<file path="config.mk">
export PLATFORM = sky130hd
export DESIGN_NAME = cfg_sel_out_pea_loader
export DESIGN_NICKNAME = d
export VERILOG_FILES = /design/src/rtl/cfg_sel_out_pea_loader.sv
export SDC_FILE = /design/constraint.sdc
export NUM_CORES = 1
export LEC_CHECK = 0
export BUFFER_PORTS_ARGS = -buffer_cell sky130_fd_sc_hd__buf_2
export CORE_ASPECT_RATIO = 0.7
export CORE_UTILIZATION = 25
export CTS_BUF_LIST = sky130_fd_sc_hd__clkbuf_8
export DETAILED_ROUTE_END_ITERATION = 8
export GPL_TIMING_DRIVEN = 1
export PLACE_DENSITY = 0.46
export SLEW_MARGIN = 20
export SYNTH_ARGS = -nofsm -noshare
export SYNTH_HDL_FRONTEND = slang
export SYNTH_SLANG_ARGS = --single-unit
</file>
<file path="constraint.sdc">
create_clock -name clk_i -period 2.6 [get_ports clk_i]
set_clock_uncertainty 0.05 [all_clocks]
set_input_delay 0.52 -clock clk_i [delete_from_list [all_inputs] [get_ports clk_i]]
set_output_delay 0.52 -clock clk_i [all_outputs]
set_load 0.03 [all_outputs]
</file>
<file path="src/rtl/cfg_sel_out_pea_loader.sv">
// rtl/cfg_sel_out_pea_loader.sv - PEA output-selector config loader with atomic idle-gated commit
module cfg_sel_out_pea_loader #(
  parameter  int N_OUT_PEA     = 8,
  parameter  int LOG_M         = 3,
  parameter  int CFG_BANK_SIZE = 2,
  localparam int TOT_BITS      = CFG_BANK_SIZE * N_OUT_PEA * LOG_M,
  localparam int N_WORDS       = (TOT_BITS + 31) / 32
) (
  input  logic                   clk_i,
  input  logic                   rst_i,
  input  logic                   start_i,
  input  logic                   abort_i,
  input  logic                   word_valid_i,
  output logic                   word_ready_o,
  input  logic [31:0]            word_data_i,
  input  logic                   pea_idle_i,
  output logic [N_WORDS*32-1:0]  reg_cfg_sel_out_pea_o,
  output logic                   busy_o,
  output logic                   done_o,
  output logic                   cfg_valid_o
);

  localparam int CNT_W = (N_WORDS > 1) ? $clog2(N_WORDS) : 1;
  localparam logic [CNT_W-1:0] LAST_CNT = CNT_W'(N_WORDS - 1);

  typedef enum logic [1:0] {
    IDLE   = 2'd0,
    LOAD   = 2'd1,
    COMMIT = 2'd2
  } state_t;

  state_t           state;
  logic [CNT_W-1:0] cnt;
  logic [31:0]      shadow [N_WORDS];

  // Keeps padding above TOT_BITS at zero so the active vector never carries junk.
  function automatic logic [31:0] word_mask(input int k);
    logic [31:0] m;
    for (int i = 0; i < 32; i++) begin
      m[i] = ((k * 32 + i) < TOT_BITS);
    end
    return m;
  endfunction

  assign word_ready_o = (state == LOAD) && !abort_i;
  assign busy_o       = (state != IDLE);

  always_ff @(posedge clk_i) begin
    if (rst_i) begin
      state                 <= IDLE;
      cnt                   <= '0;
      reg_cfg_sel_out_pea_o <= '0;
      done_o                <= 1'b0;
      cfg_valid_o           <= 1'b0;
      for (int w = 0; w < N_WORDS; w++) begin
        shadow[w] <= '0;
      end
    end else begin
      done_o <= 1'b0;
      case (state)
        IDLE: begin
          if (start_i) begin
            state <= LOAD;
            cnt   <= '0;
          end
        end
        LOAD: begin
          if (abort_i) begin
            state <= IDLE;
            cnt   <= '0;
          end else if (word_valid_i) begin
            shadow[cnt] <= word_data_i & word_mask(int'(cnt));
            if (cnt == LAST_CNT) begin
              state <= COMMIT;
              cnt   <= '0;
            end else begin
              cnt <= cnt + 1'b1;
            end
          end
        end
        COMMIT: begin
          // Abort wins over a commit that would happen on the same edge.
          if (abort_i) begin
            state <= IDLE;
            cnt   <= '0;
          end else if (pea_idle_i) begin
            for (int w = 0; w < N_WORDS; w++) begin
              reg_cfg_sel_out_pea_o[w*32 +: 32] <= shadow[w];
            end
            done_o      <= 1'b1;
            cfg_valid_o <= 1'b1;
            state       <= IDLE;
          end
        end
        default: begin
          state <= IDLE;
          cnt   <= '0;
        end
      endcase
    end
  end

endmodule

</file>
# --- Yosys cells after proc, flatten, opt, wreduce, memory -nomap -nowiden ---
# Memory sizes are Yosys's and may differ from the RTL's. A register that Yosys moved wholly into a read port is not among the register bits.
# Index checks and enable logic that the tools add are counted.
word_totals:
  reg_bits: 5
  mem_bits_rw: 64
  output_inout_bits: 68
  wordCells: 112
  n_memories: 1
classes:
  add_sub_neg: 32
  order_cmp: 32
  n_eq_ne: 7
  muxes: 24
  bitwise_logic: 3
  reduce_logical: 9
mem_list:
  columns: ["memory", "depth", "width", "rd", "rd_ports_with_merged_regs", "wr", "line_no", "rtl"]
  rows:
  - ["shadow", 2, 32, 2, 2, 2, "34", "logic [31:0] shadow [N_WORDS];"]
ops:
  columns: ["cell", "count"]
  rows:
  - ["less-than comparator 7 x 6 -> 1 bit (second input constant)", 31]
  - ["adder 6 x 5 -> 7 bit (second input constant)", 16]
  - ["adder 6 x 4 -> 7 bit (second input constant)", 8]
  - ["bitwise AND 32 bit", 1]
  - ["2-to-1 mux 32 bit", 1]
  - ["OR reduction 32 bit", 1]
  - ["adder 6 x 3 -> 7 bit (second input constant)", 4]
  - ["2-to-1 mux 1 bit", 15]
  - ["adder 6 x 2 -> 7 bit (second input constant)", 2]
  - ["2-to-1 mux 2 bit", 6]
  - ["!= test 3 bit (second input constant)", 3]
  - ["adder 6 x 1 -> 7 bit (second input constant)", 1]
  - ["less-than comparator 6 bit (second input constant)", 1]
  - ["one-hot mux 2 bit (3 select lines)", 1]
  - ["AND reduction 3 bit", 2]
  - ["!= test 2 bit (second input constant)", 2]
  - ["AND reduction 4 bit", 1]
  - ["one-hot mux 1 bit (3 select lines)", 1]
  - ["OR reduction 3 bit", 1]
  - ["equality test 2 x 1 -> 1 bit (second input constant)", 1]
  - ["equality test 2 bit (second input constant)", 1]
  - ["logical NOT 2 bit", 1]
  - ["NOT 1 bit", 2]
  - ["nonzero test 2 bit", 1]
  - ["other kinds (3)", 3]

# --- Logic depth before layout (Yosys ltp) ---
depth:
  word_depth: 7
  mapped_depth: 6

# --- Worst setup path before layout ---
# No wires, ideal clock.
synth_timing:
  path_kind: "input to register"
  startpoint: "input port rst_i"
  endpoint: "memory shadow[0][0], enable pin"
  setup_ns: 0.375
  t_arrival_ns: 1.929
  slack_ns: 0.246
  cell_stages: 4
  path_buffers: 1
  cell_sequence: "buf_2 > or4b_4 > nor3_4 > or2_2"
synth_rtl:
  columns: ["element", "line_no", "rtl"]
  rows:
  - ["start, declared", "10", "input logic rst_i,"]
  - ["end, declared", "34", null]

==> flow_summary_export.csv <==
group,metric,value,unit
clocking,hold_buffers,0,
cells_and_area,antenna_cells,0,
clocking,clkLatencyLatePin,0.42,ns
setup_path,crit_chain,"or4b_4 > nor3_4 > or2_2 > buf_4",
setup_path,worstReg2RegStart,"state[0]",
clocking,cts_tree,"built",
cells_and_area,final_nets,589,
pwr,power_leakage,2.399,nW
setup_path,slowest_stage,"dfxtp_1",
flow_run,maxCapViolCount,0,
cells_and_area,final_cell_mix,"128 x nand2_1, 105 x buf_2, 69 x dfxtp_1",
global_routing,grt_pass1_wl,18200,µm
drt,first_pass_iters,6,
logic_synthesis,ys_seq_area_frac,0.6942,
sta,min_period_over_period,0.7986,
die,num_rows,41,
cells_and_area,register_area,3303,µm²
run_status,status,"finished clean",
clocking,path_clk_slew,0.08,ns
global_routing,grt_pass1_vias,3569,
cells_and_area,fillCellCount,1890,
cells_and_area,layout-drive-gt1-share,0.2713,
clocking,postCtsSetupBuffers,0,
sta,fin_tns_setup,0,ns
drt,num_vias,3359,
setup_path,start_kind,"register",
setup_path,crit_fanout,19,
drt,wl_per_cell,13.84,µm
logic_synthesis,yosysWarnings,0,
hold_path,worst_hold_path_type,"input port to register",
cells_and_area,final_common_cell,"nand2_1",
clocking,clockBufferDepth,2,
die,die_h,117.4,µm
cells_and_area,fin_area,6048,µm²
die,die_w,166.9,µm
global_routing,antenna_found_initial,1,
setup_path,cp.arrival,2.12,ns
sta,final_hold_viol_count,0,
global_routing,grt_use_total,0.1197,
cells_and_area,multi_input_area,1396,µm²
logic_synthesis,syn_avg_cell_area,11.07,µm²
setup_path,cpLargestDelayFamily,"simple AND/OR/NAND/NOR gates",
global_routing,grt_max_degree,72,
hold_path,hp-start,"word_data_i[31]",
clocking,cts_buffers,17,
drt,avgViaCountPerCell,4.199,
setup_path,cp_num_buf_inv,1,
logic_synthesis,synth_cells,430,
die,start_util,0.2598,
placed_design,place_hpwl,7304,µm
sta,relSlewSlack,0.4990,
drt,drc,0,
logic_synthesis,synth.cell_area,4758,µm²
die,io_pins,106,
drt,ant_nets,0,
setup_path,worst-setup-path-type,"register to register",
drt,first_iter_violations,178,
sta,finalMaxSlewViolations,0,
setup_path,cp.required,2.65,ns
placed_design,place_area,5620,µm²
setup_path,slowest_delay,0.60,ns
sta,period_minus_slack,2.076,ns
placed_design,globalplace.congestion,0.7471,
die,fp.coreArea,18310,µm²
setup_path,cp-startpoint,"state[0]",
logic_synthesis,synth_cell_type_count,28,
clocking,htreeDepth,4,
clocking,numClockSinks,133,
sta,setup_viol,0,
pwr,power,4.222,mW
clocking,cts-root-buf,"clkbuf_8",
drt,drt_wl_total,11070,µm
sta,rsz0062_at_grt,"false",
pwr,power_density,698.1,nW/µm²
sta,worst_pin_slew,0.7515,ns
die,dieArea,19600,µm²
sta,fmax,481.6,MHz
logic_synthesis,synth-seq-cells,133,
placed_design,io_buffer_count,105,
cells_and_area,area_growth,27.11,%
setup_path,end_kind,"register",
clocking,cts_resized,0,
pwr,vdd_ir_drop_max,0.0003022,V
global_routing,grt-ovfl-total,0,
[synth_stat cells]
cell / count / area share
dfxtp_1: 69 / 0.29
or4b_4: 1 / 0.0029
nor3_4: 2 / 0.0068
o21ai_0: 1 / 0.0011
a221oi_1: 1 / 0.0018
or2_2: 3 / 0.0039
nor2b_1: 3 / 0.0039
buf_4: 1 / 0.0016
nor2_1: 4 / 0.0032
nand2b_1: 1 / 0.0013
nand4bb_1: 1 / 0.0024
a211oi_1: 1 / 0.0016
edfxtp_1: 64 / 0.40
a21oi_1: 65 / 0.068
nor3_1: 1 / 0.0011
mux2i_1: 1 / 0.0021
and2_1: 48 / 0.063
nor3b_1: 2 / 0.0032
inv_1: 2 / 0.0016
buf_2: 9 / 0.0095
conb_1: 1 / 0.00079
nor4bb_1: 1 / 0.0021
clkbuf_1: 14 / 0.011
or3_1: 1 / 0.0013
a31oi_1: 1 / 0.0013
nand2_1: 128 / 0.10
buf_6: 3 / 0.0071
nand4b_1: 1 / 0.0018
[area by class of cell]
type                       count  area share
clock inverter                12     0.02524
timing repair buffer         114      0.1022
multi-input combinational    283      0.2309
sequential                   133      0.5461
inverter                       2    0.001241
tap                          236     0.04882
clock buffer                  20     0.04551
[power by group]
part	internal (mW)	total (mW)	switching [mW]
registers	2.24	2.26	0.0189
logic	0.0419	0.115	0.0734
clock network	1.03	1.84	0.816
total	3.31	4.22	0.909
[state kept, by name, indices dropped and copies added (netlist names)]
register and count:
cnt 1, cfg_valid_o 1, shadow 64, state 2
reg_cfg_sel_out_pea_o 64, done_o 1
[per-layer routing]
layer / share of wire / track usage
met1: 0.49 / 0.1500
met2: 0.43 / 0.1870
met3: 0.071 / 0.05029
met4: 0.0036 / 0.03472
met5: 0.0012 / 0
[logic make-up (layout without fill, tap and decap cells)]
kind of cell           count (synthesis)  in the layout  synth area share
muxes                                  1              1          0.002104
other                                  1             16         0.0007881
DFF                                  133            133            0.6942
buffers and inverters                 29            148           0.03077
AOI/OAI and AO/OA                     69             69           0.07415
and+or+nand+nor                      197            197            0.1980
[path summary, 6_finish.rpt]
check / to / slack, ns / cells past startpoint
worst min register to register: reg_cfg_sel_out_pea_o[43] / 0.40 / 2
worst max-delay path: shadow[1][12] / 0.52 / 4
worst max register to register: shadow[1][12] / 0.52 / 4
worst min-delay path: shadow[0][31] / 0.31 / 2
[worst register-to-register path, stage by stage, from the launching register on]
cell and delay, ns:
dfxtp_1 0.60, or4b_4 0.56, nor3_4 0.13, or2_2 0.14
buf_4 0.27
[metrics by stage]
step                        util  worst slack [ns]  hold WS, ns  std cells
after CTS                 0.3303            0.5025       0.2830        800
after global placement    0.3069            0.4280       0.3903        768
after detailed placement  0.3069            0.4022       0.3977        768
after global routing      0.3303            0.3997       0.2786        800
final                     0.3303            0.5236       0.3127        800
after floorplan                -            0.2464       0.4213        445
(Power assumes the default switching activity.)
